File: src/rtl/mem_arb_pkg.sv
// Shared types and constants for the two-master memory read arbiter.
package mem_arb_pkg;

    typedef enum logic [1:0] {
        StIdle,
        StAddr,
        StData
    } arb_state_e;

    localparam logic MASTER_DEMAND   = 1'b0;
    localparam logic MASTER_PREFETCH = 1'b1;

    localparam int unsigned ARID_WIDTH = 4;
    localparam logic [ARID_WIDTH-1:0] ARID_DEMAND   = 4'd0;
    localparam logic [ARID_WIDTH-1:0] ARID_PREFETCH = 4'd1;

    function automatic logic [ARID_WIDTH-1:0] arid_of(input logic owner);
        return (owner == MASTER_PREFETCH) ? ARID_PREFETCH : ARID_DEMAND;
    endfunction

endpackage

File: src/rtl/mem_read_arbiter_if.sv
// Request/response bundle between the two requesters, the arbiter and the memory read channel.
interface mem_read_arbiter_if
    import mem_arb_pkg::*;
#(
    parameter int unsigned ADDR_WIDTH = 26,
    parameter int unsigned DATA_WIDTH = 32,
    parameter int unsigned LEN_WIDTH  = 5
);
    logic [ADDR_WIDTH-1:0] m0_araddr;
    logic [LEN_WIDTH-1:0]  m0_arlen;
    logic                  m0_arvalid;
    logic                  m0_arready;
    logic                  m0_rvalid;
    logic                  m0_rlast;
    logic [ADDR_WIDTH-1:0] m1_araddr;
    logic [LEN_WIDTH-1:0]  m1_arlen;
    logic                  m1_arvalid;
    logic                  m1_arready;
    logic                  m1_rvalid;
    logic                  m1_rlast;
    logic [DATA_WIDTH-1:0] r_data;
    logic [ADDR_WIDTH-1:0] mem_araddr;
    logic [LEN_WIDTH-1:0]  mem_arlen;
    logic                  mem_arvalid;
    logic                  mem_arready;
    logic [ARID_WIDTH-1:0] mem_arid;
    logic [DATA_WIDTH-1:0] mem_rdata;
    logic                  mem_rvalid;
    logic                  mem_rready;

    // Arbiter side.
    modport slave (
        input  m0_araddr, m0_arlen, m0_arvalid, m1_araddr, m1_arlen, m1_arvalid,
               mem_arready, mem_rdata, mem_rvalid,
        output m0_arready, m0_rvalid, m0_rlast, m1_arready, m1_rvalid, m1_rlast, r_data,
               mem_araddr, mem_arlen, mem_arvalid, mem_arid, mem_rready
    );

    // Requester and memory side.
    modport master (
        output m0_araddr, m0_arlen, m0_arvalid, m1_araddr, m1_arlen, m1_arvalid,
               mem_arready, mem_rdata, mem_rvalid,
        input  m0_arready, m0_rvalid, m0_rlast, m1_arready, m1_rvalid, m1_rlast, r_data,
               mem_araddr, mem_arlen, mem_arvalid, mem_arid, mem_rready
    );

endinterface

File: src/rtl/mem_read_arbiter.sv
// Shares one memory read channel between i-cache demand refill (m0) and the prefetcher (m1);
// demand wins unless the prefetcher has been passed over STARVE_LIMIT times in a row.
module mem_read_arbiter
    import mem_arb_pkg::*;
#(
    parameter int unsigned ADDR_WIDTH   = 26,
    parameter int unsigned DATA_WIDTH   = 32,
    parameter int unsigned LEN_WIDTH    = 5,
    parameter int unsigned STARVE_LIMIT = 4
) (
    input logic               clk,
    input logic               rst_n,
    mem_read_arbiter_if.slave bus
);
    localparam int unsigned StarveW = (STARVE_LIMIT > 0) ? $clog2(STARVE_LIMIT + 1) : 1;

    arb_state_e            state_q, state_d;
    logic                  owner_q, owner_d;
    logic [ADDR_WIDTH-1:0] addr_q, addr_d;
    logic [LEN_WIDTH-1:0]  len_q, len_d;
    logic [LEN_WIDTH-1:0]  beat_q, beat_d;
    logic [StarveW-1:0]    starve_q, starve_d;

    logic                  grant_valid;
    logic                  grant_m1;
    logic [LEN_WIDTH-1:0]  grant_len_raw;
    logic                  last_beat;

    assign last_beat = (beat_q == len_q - LEN_WIDTH'(1));

    always_ff @(posedge clk) begin
        if (!rst_n) begin
            state_q  <= StIdle;
            owner_q  <= MASTER_DEMAND;
            addr_q   <= '0;
            len_q    <= '0;
            beat_q   <= '0;
            starve_q <= '0;
        end else begin
            state_q  <= state_d;
            owner_q  <= owner_d;
            addr_q   <= addr_d;
            len_q    <= len_d;
            beat_q   <= beat_d;
            starve_q <= starve_d;
        end
    end

    always_comb begin
        state_d       = state_q;
        owner_d       = owner_q;
        addr_d        = addr_q;
        len_d         = len_q;
        beat_d        = beat_q;
        starve_d      = starve_q;
        grant_valid   = bus.m0_arvalid || bus.m1_arvalid;
        grant_m1      = bus.m1_arvalid &&
                        (!bus.m0_arvalid || (starve_q == StarveW'(STARVE_LIMIT)));
        grant_len_raw = grant_m1 ? bus.m1_arlen : bus.m0_arlen;

        unique case (state_q)
            StIdle: begin
                if (grant_valid) begin
                    owner_d = grant_m1 ? MASTER_PREFETCH : MASTER_DEMAND;
                    addr_d  = grant_m1 ? bus.m1_araddr : bus.m0_araddr;
                    // A zero-length request still moves one beat.
                    len_d   = (grant_len_raw == '0) ? LEN_WIDTH'(1) : grant_len_raw;
                    state_d = StAddr;
                end
                if (!bus.m1_arvalid || grant_m1) begin
                    starve_d = '0;
                end else if (starve_q != StarveW'(STARVE_LIMIT)) begin
                    starve_d = starve_q + StarveW'(1);
                end
            end
            StAddr: begin
                if (bus.mem_arready) begin
                    state_d = StData;
                    beat_d  = '0;
                end
            end
            StData: begin
                if (bus.mem_rvalid) begin
                    beat_d = beat_q + LEN_WIDTH'(1);
                    if (last_beat) begin
                        state_d = StIdle;
                    end
                end
            end
            default: state_d = StIdle;
        endcase
    end

    always_comb begin
        bus.mem_arvalid = (state_q == StAddr);
        bus.mem_araddr  = addr_q;
        bus.mem_arlen   = len_q;
        bus.mem_arid    = arid_of(owner_q);
        bus.mem_rready  = 1'b1;
        bus.r_data      = DATA_WIDTH'(bus.mem_rdata);
        bus.m0_arready  = bus.mem_arvalid && (owner_q == MASTER_DEMAND) && bus.mem_arready;
        bus.m1_arready  = bus.mem_arvalid && (owner_q == MASTER_PREFETCH) && bus.mem_arready;
        bus.m0_rvalid   = (state_q == StData) && (owner_q == MASTER_DEMAND) && bus.mem_rvalid;
        bus.m1_rvalid   = (state_q == StData) && (owner_q == MASTER_PREFETCH) && bus.mem_rvalid;
        bus.m0_rlast    = bus.m0_rvalid && last_beat;
        bus.m1_rlast    = bus.m1_rvalid && last_beat;
    end

`ifdef SIMULATION
    // MemArb_demand_grant / MemArb_prefetch_grant / MemArb_prefetch_stall
    logic [31:0] memarb_demand_grant_q;
    logic [31:0] memarb_prefetch_grant_q;
    logic [31:0] memarb_prefetch_stall_q;

    always_ff @(posedge clk) begin
        if (!rst_n) begin
            memarb_demand_grant_q   <= '0;
            memarb_prefetch_grant_q <= '0;
            memarb_prefetch_stall_q <= '0;
        end else begin
            if (state_q == StIdle && grant_valid && !grant_m1) begin
                memarb_demand_grant_q <= memarb_demand_grant_q + 32'd1;
            end
            if (state_q == StIdle && grant_m1) begin
                memarb_prefetch_grant_q <= memarb_prefetch_grant_q + 32'd1;
            end
            if (bus.m1_arvalid && !(state_q == StIdle && grant_m1) &&
                !(state_q == StAddr && owner_q == MASTER_PREFETCH)) begin
                memarb_prefetch_stall_q <= memarb_prefetch_stall_q + 32'd1;
            end
        end
    end

    always_ff @(posedge clk) begin
        if (rst_n) begin
            assert (!(state_q == StIdle && grant_valid && grant_len_raw == '0))
            else $warning("mem_read_arbiter: arlen=0 granted, treated as 1 beat");
            assert (!(state_q != StData && bus.mem_rvalid))
            else $warning("mem_read_arbiter: mem_rvalid outside a data phase ignored");
        end
    end
`endif

endmodule
File: src/flat_wrapper.sv
// flat-port wrapper written by rule: the top's interface ports become plain ports
module mem_read_arbiter_flat import mem_arb_pkg::*;
#(
    parameter int unsigned ADDR_WIDTH   = 26,
    parameter int unsigned DATA_WIDTH   = 32,
    parameter int unsigned LEN_WIDTH    = 5,
    parameter int unsigned STARVE_LIMIT = 4
)
  (clk, rst_n, bus_m0_araddr, bus_m0_arlen, bus_m0_arvalid, bus_m1_araddr, bus_m1_arlen, bus_m1_arvalid, bus_mem_arready, bus_mem_rdata, bus_mem_rvalid, bus_m0_arready, bus_m0_rvalid, bus_m0_rlast, bus_m1_arready, bus_m1_rvalid, bus_m1_rlast, bus_r_data, bus_mem_araddr, bus_mem_arlen, bus_mem_arvalid, bus_mem_arid, bus_mem_rready);
  mem_read_arbiter_if #(.ADDR_WIDTH(ADDR_WIDTH), .DATA_WIDTH(DATA_WIDTH), .LEN_WIDTH(LEN_WIDTH)) bus_i ();
  input logic clk;
  input logic rst_n;
  input wire logic [$bits(bus_i.m0_araddr)-1:0] bus_m0_araddr;
  input wire logic [$bits(bus_i.m0_arlen)-1:0] bus_m0_arlen;
  input wire logic [$bits(bus_i.m0_arvalid)-1:0] bus_m0_arvalid;
  input wire logic [$bits(bus_i.m1_araddr)-1:0] bus_m1_araddr;
  input wire logic [$bits(bus_i.m1_arlen)-1:0] bus_m1_arlen;
  input wire logic [$bits(bus_i.m1_arvalid)-1:0] bus_m1_arvalid;
  input wire logic [$bits(bus_i.mem_arready)-1:0] bus_mem_arready;
  input wire logic [$bits(bus_i.mem_rdata)-1:0] bus_mem_rdata;
  input wire logic [$bits(bus_i.mem_rvalid)-1:0] bus_mem_rvalid;
  output wire logic [$bits(bus_i.m0_arready)-1:0] bus_m0_arready;
  output wire logic [$bits(bus_i.m0_rvalid)-1:0] bus_m0_rvalid;
  output wire logic [$bits(bus_i.m0_rlast)-1:0] bus_m0_rlast;
  output wire logic [$bits(bus_i.m1_arready)-1:0] bus_m1_arready;
  output wire logic [$bits(bus_i.m1_rvalid)-1:0] bus_m1_rvalid;
  output wire logic [$bits(bus_i.m1_rlast)-1:0] bus_m1_rlast;
  output wire logic [$bits(bus_i.r_data)-1:0] bus_r_data;
  output wire logic [$bits(bus_i.mem_araddr)-1:0] bus_mem_araddr;
  output wire logic [$bits(bus_i.mem_arlen)-1:0] bus_mem_arlen;
  output wire logic [$bits(bus_i.mem_arvalid)-1:0] bus_mem_arvalid;
  output wire logic [$bits(bus_i.mem_arid)-1:0] bus_mem_arid;
  output wire logic [$bits(bus_i.mem_rready)-1:0] bus_mem_rready;
  assign bus_i.m0_araddr = bus_m0_araddr;
  assign bus_i.m0_arlen = bus_m0_arlen;
  assign bus_i.m0_arvalid = bus_m0_arvalid;
  assign bus_i.m1_araddr = bus_m1_araddr;
  assign bus_i.m1_arlen = bus_m1_arlen;
  assign bus_i.m1_arvalid = bus_m1_arvalid;
  assign bus_i.mem_arready = bus_mem_arready;
  assign bus_i.mem_rdata = bus_mem_rdata;
  assign bus_i.mem_rvalid = bus_mem_rvalid;
  assign bus_m0_arready = bus_i.m0_arready;
  assign bus_m0_rvalid = bus_i.m0_rvalid;
  assign bus_m0_rlast = bus_i.m0_rlast;
  assign bus_m1_arready = bus_i.m1_arready;
  assign bus_m1_rvalid = bus_i.m1_rvalid;
  assign bus_m1_rlast = bus_i.m1_rlast;
  assign bus_r_data = bus_i.r_data;
  assign bus_mem_araddr = bus_i.mem_araddr;
  assign bus_mem_arlen = bus_i.mem_arlen;
  assign bus_mem_arvalid = bus_i.mem_arvalid;
  assign bus_mem_arid = bus_i.mem_arid;
  assign bus_mem_rready = bus_i.mem_rready;
  mem_read_arbiter #(.ADDR_WIDTH(ADDR_WIDTH), .DATA_WIDTH(DATA_WIDTH), .LEN_WIDTH(LEN_WIDTH), .STARVE_LIMIT(STARVE_LIMIT)) u_core (.clk(clk), .rst_n(rst_n), .bus(bus_i));
endmodule
File: config.mk
export PLATFORM = sky130hd
export DESIGN_NAME = mem_read_arbiter_flat
export DESIGN_NICKNAME = d
export VERILOG_FILES = /design/src/rtl/mem_arb_pkg.sv /design/src/rtl/mem_read_arbiter_if.sv /design/src/rtl/mem_read_arbiter.sv /design/src/flat_wrapper.sv
export SDC_FILE = /design/constraint.sdc
export NUM_CORES = 1
export LEC_CHECK = 0
export BUFFER_PORTS_ARGS = -buffer_cell sky130_fd_sc_hd__buf_2
export CAP_MARGIN = 15
export CORE_MARGIN = 2
export CORE_UTILIZATION = 35
export DETAILED_ROUTE_END_ITERATION = 6
export PLACE_DENSITY = 0.7
export SYNTH_ARGS = -nofsm -noshare
export SYNTH_HDL_FRONTEND = slang
export SYNTH_SLANG_ARGS = --single-unit
File: constraint.sdc
create_clock -name clk -period 2.5 [get_ports clk]
set_clock_uncertainty 0.2 [all_clocks]
set_input_delay 0.25 -clock clk [delete_from_list [all_inputs] [get_ports clk]]
set_output_delay 0.25 -clock clk [all_outputs]
set_load 0.01 [all_outputs]
==> results.yml <==
routing:
  drc_errors: 0
  routed_via_density: 4.70
  vias: 2056
  drt_iter0_markers: 40
  post_drt_wl_per_cell_um: 12.4
  drt_first_pass_iters: 4
  drtAntennaViolNets: 0
  wl_um: 5400
timing:
  finalSetupTns_ps: 0
  fmax_mhz: 436
  layout_setup_ws_ps: 205
  period_share: 0.918
  tightest_slew_ps: 664
  slew_headroom: 0.557
  hold_viol_final: 0
  rsz0062_at_grt: "no"
  period_minus_slack_ps: 2290
  setup-violations-final: 0
  maxSlewViolCount: 0
setup_path:
  r2r_slack_ps: 420
  crit_buf_inv: 2
  slowest_delay_ps: 400
  crit_family: "flip-flops"
  worstPathRequired_ps: 2050
  critPathKind: "reg2out"
  crit_fanout: 5
  worstPathCellList: "inv_1 -> ha_1 -> xnor2_1 -> a211oi_2 -> o311ai_2 -> nor3_1 -> buf_2"
  end_kind: "primary output"
  slowest_stage: "dfxtp_1"
  arrival_ps: 1840
  startpoint_type: "flop"
logic_synthesis:
  avgSynthCellArea_um2: 9.36
  synth.area.mux_share: 0.124
  syn_area_um2: 2540
  synthAdderAreaFrac: 0.0197
  synth-warning-count: 0
  synth_most_common_cell: "dfxtp_1"
  synth_top_area_frac: 0.331
  synth_common_cells: "dfxtp_1 (42), buf_4 (41), mux2i_1 (30)"
  synth_compound_area_frac: 0.211
  seq_area_frac_synth: 0.331
  yosys.area_share.simple: 0.0986
  ys_ff_latch: 42
  synth_cells: 271
  synth_area_leaders: "dfxtp_1 (33%), buf_4 (12%), mux2i_1 (12%), a21oi_2 (7.6%), o21ai_1 (5.5%)"
  ys_types: 42
  synthXorXnorAreaFrac: 0.0345
  synth-async-reset-ratio: 0
  synth_top_family_by_area: "compound AO/OA/AOI/OAI gates"
  synth_top_area_cell: "dfxtp_1"
  synth_edf_count: 0
  synthFlopType: "dfxtp_1"
floorplanning:
  start_util: 0.356
  dieHeight_um: 89.1
  fp.dieW_um: 89.1
  rows: 31
  io_pins: 175
  core_um2: 7140
  die-area_um2: 7950
placement:
  placed_area_um2: 2810
  dp_worst_setup_slack_ps: 428
  dp_hpwl_um: 4090
  portBuffers: 106
  dpl.cell_count: 428
  gp_congestion: 0.755
power_and_ir_drop:
  power_w: 0.00183
  netSwitchingPower_w: 0.000570
  vdd_drop_max_v: 0.000295
  swShare: 0.311
  pwr-share-seq: 0.439
  cellPowerDensity_nw_per_um2: 626
  p_clk_frac: 0.287
  internal_power_w: 0.00126
  combPwrFrac: 0.274
  p_leak_nw: 1.45
global_route:
  grtUsageMet1: 0.151
  grt_most_used_layer: "met2"
  grt_pass1_wl_um: 8740
  met2_usage: 0.248
  antenna_found_initial: 0
  grt_start_max_net_pins: 39
  grt_pass1_vias: 1997
  gr-total-overflow: 0
  track_usage: 0.138
  grtUsageMet3: 0.0406
cts:
  htreeDepth: 2
  cts_inserted_buffers: 5
  cts_buffer_depth: 2
  path_clk_slew_ps: 80
  cts-root-buf: "clkbuf_8"
  clkSinkCount: 42
  cts_tree: "built"
  post_cts_buffers: 0
  ctsResizeCount: 0
  clk_latency_ps: 290
cells_and_area:
  syn_to_final_growth_pct: 15.3
  drive_above_1_share: 0.432
  finalInstanceArea_um2: 2930
  final_nets: 441
  diodes: 0
  final_cells: 437
job:
  drv_cap: 0
status:
  outcome: "complete, no violations"
worst_hold_path:
  hp-class: "in2reg"
-- tightest hold or removal path, cell delays in order --
cell and delay, ps:
buf_2 70, mux2i_1 50, a21oi_1 120
-- logic make-up (layout without fill, tap and decap cells) --
| group | Yosys count | in the layout |
|---|---|---|
| adders and majority gates | 4 | 4 |
| AOI/OAI and AO/OA | 79 | 79 |
| and+or+nand+nor | 44 | 44 |
| other | 2 | 4 |
| muxes | 31 | 31 |
| xor gates and xnor gates | 10 | 10 |
| DFF | 42 | 42 |
| buffers and inverters | 59 | 124 |
-- layer usage --
layer / vias to the layer above / wire length (um)
li1: 1037 / -
met1: 933 / 2220
met2: 72 / 2690
met3: 14 / 392
met4: 0 / 102
met5: - / 0
-- worst paths after layout --
path / startpoint / depth (start not counted) / to
setup / recovery: u_core.bus.mem_arlen[0] / 7 / bus_m0_rlast
hold / removal: bus_m1_araddr[4] / 3 / u_core.bus.mem_araddr[4]
setup reg to reg: u_core.starve_q[0] / 7 / u_core.bus.mem_araddr[23]
hold reg to reg: u_core.starve_q[0] / 2 / u_core.starve_q[0]
-- stage by stage --
stage               utilization  hold WS [ps]
finish                    0.410          42.1
global route              0.410          47.7
CTS                       0.410          37.0
detailed placement        0.393           272
global placement          0.393           263
floorplan                     -           171
-- area by class of cell --
type	instances	area, um^2
clock buffers	5	68.8
clock inverters	3	40.0
fillers	747	4210
inverters	6	22.5
multi-input cells	172	1250
flip-flops and latches	42	841
well taps	99	124
repair buffers	110	576
-- placed cells by master, fill, tap and decap left out, types with 4 or more instances in the layout --
cell type    n
clkbuf_8     5
a21oi_1     12
xor2_1       6
a21oi_2     22
dfxtp_1     42
xnor2_1      4
o21ai_1     28
conb_1       4
nor2_1      12
nor3_1       4
inv_1        6
mux2i_1     30
o21ai_0      6
buf_2      106
ha_1         4
nand2_1      9
-- flip-flops by register name (all words and copies together), names as in the netlist --
name and cells:
u_core.owner_q 1, u_core.starve_q 3, u_core.bus.mem_arlen 5, u_core.bus.mem_araddr 26, u_core.beat_q 5, u_core.state_q 2
-- power groups by stage --
stage / clock network, W / logic [W] / registers [W]
floorplan: 0 / 0.000378 / 0.000847
global placement: 0 / 0.000495 / 0.000816
detailed placement: 0 / 0.000506 / 0.000818
CTS: 0.000549 / 0.000509 / 0.000804
global route: 0.000581 / 0.000561 / 0.000817
finish: 0.000527 / 0.000502 / 0.000803
-- repair_timing --
action / CTS / global route
setup endpoints to repair: 0 / 0
hold buffers: 1 / 0
hold endpoints to repair: 1 / 0
Note: power is estimated with default switching activity, not from simulation.
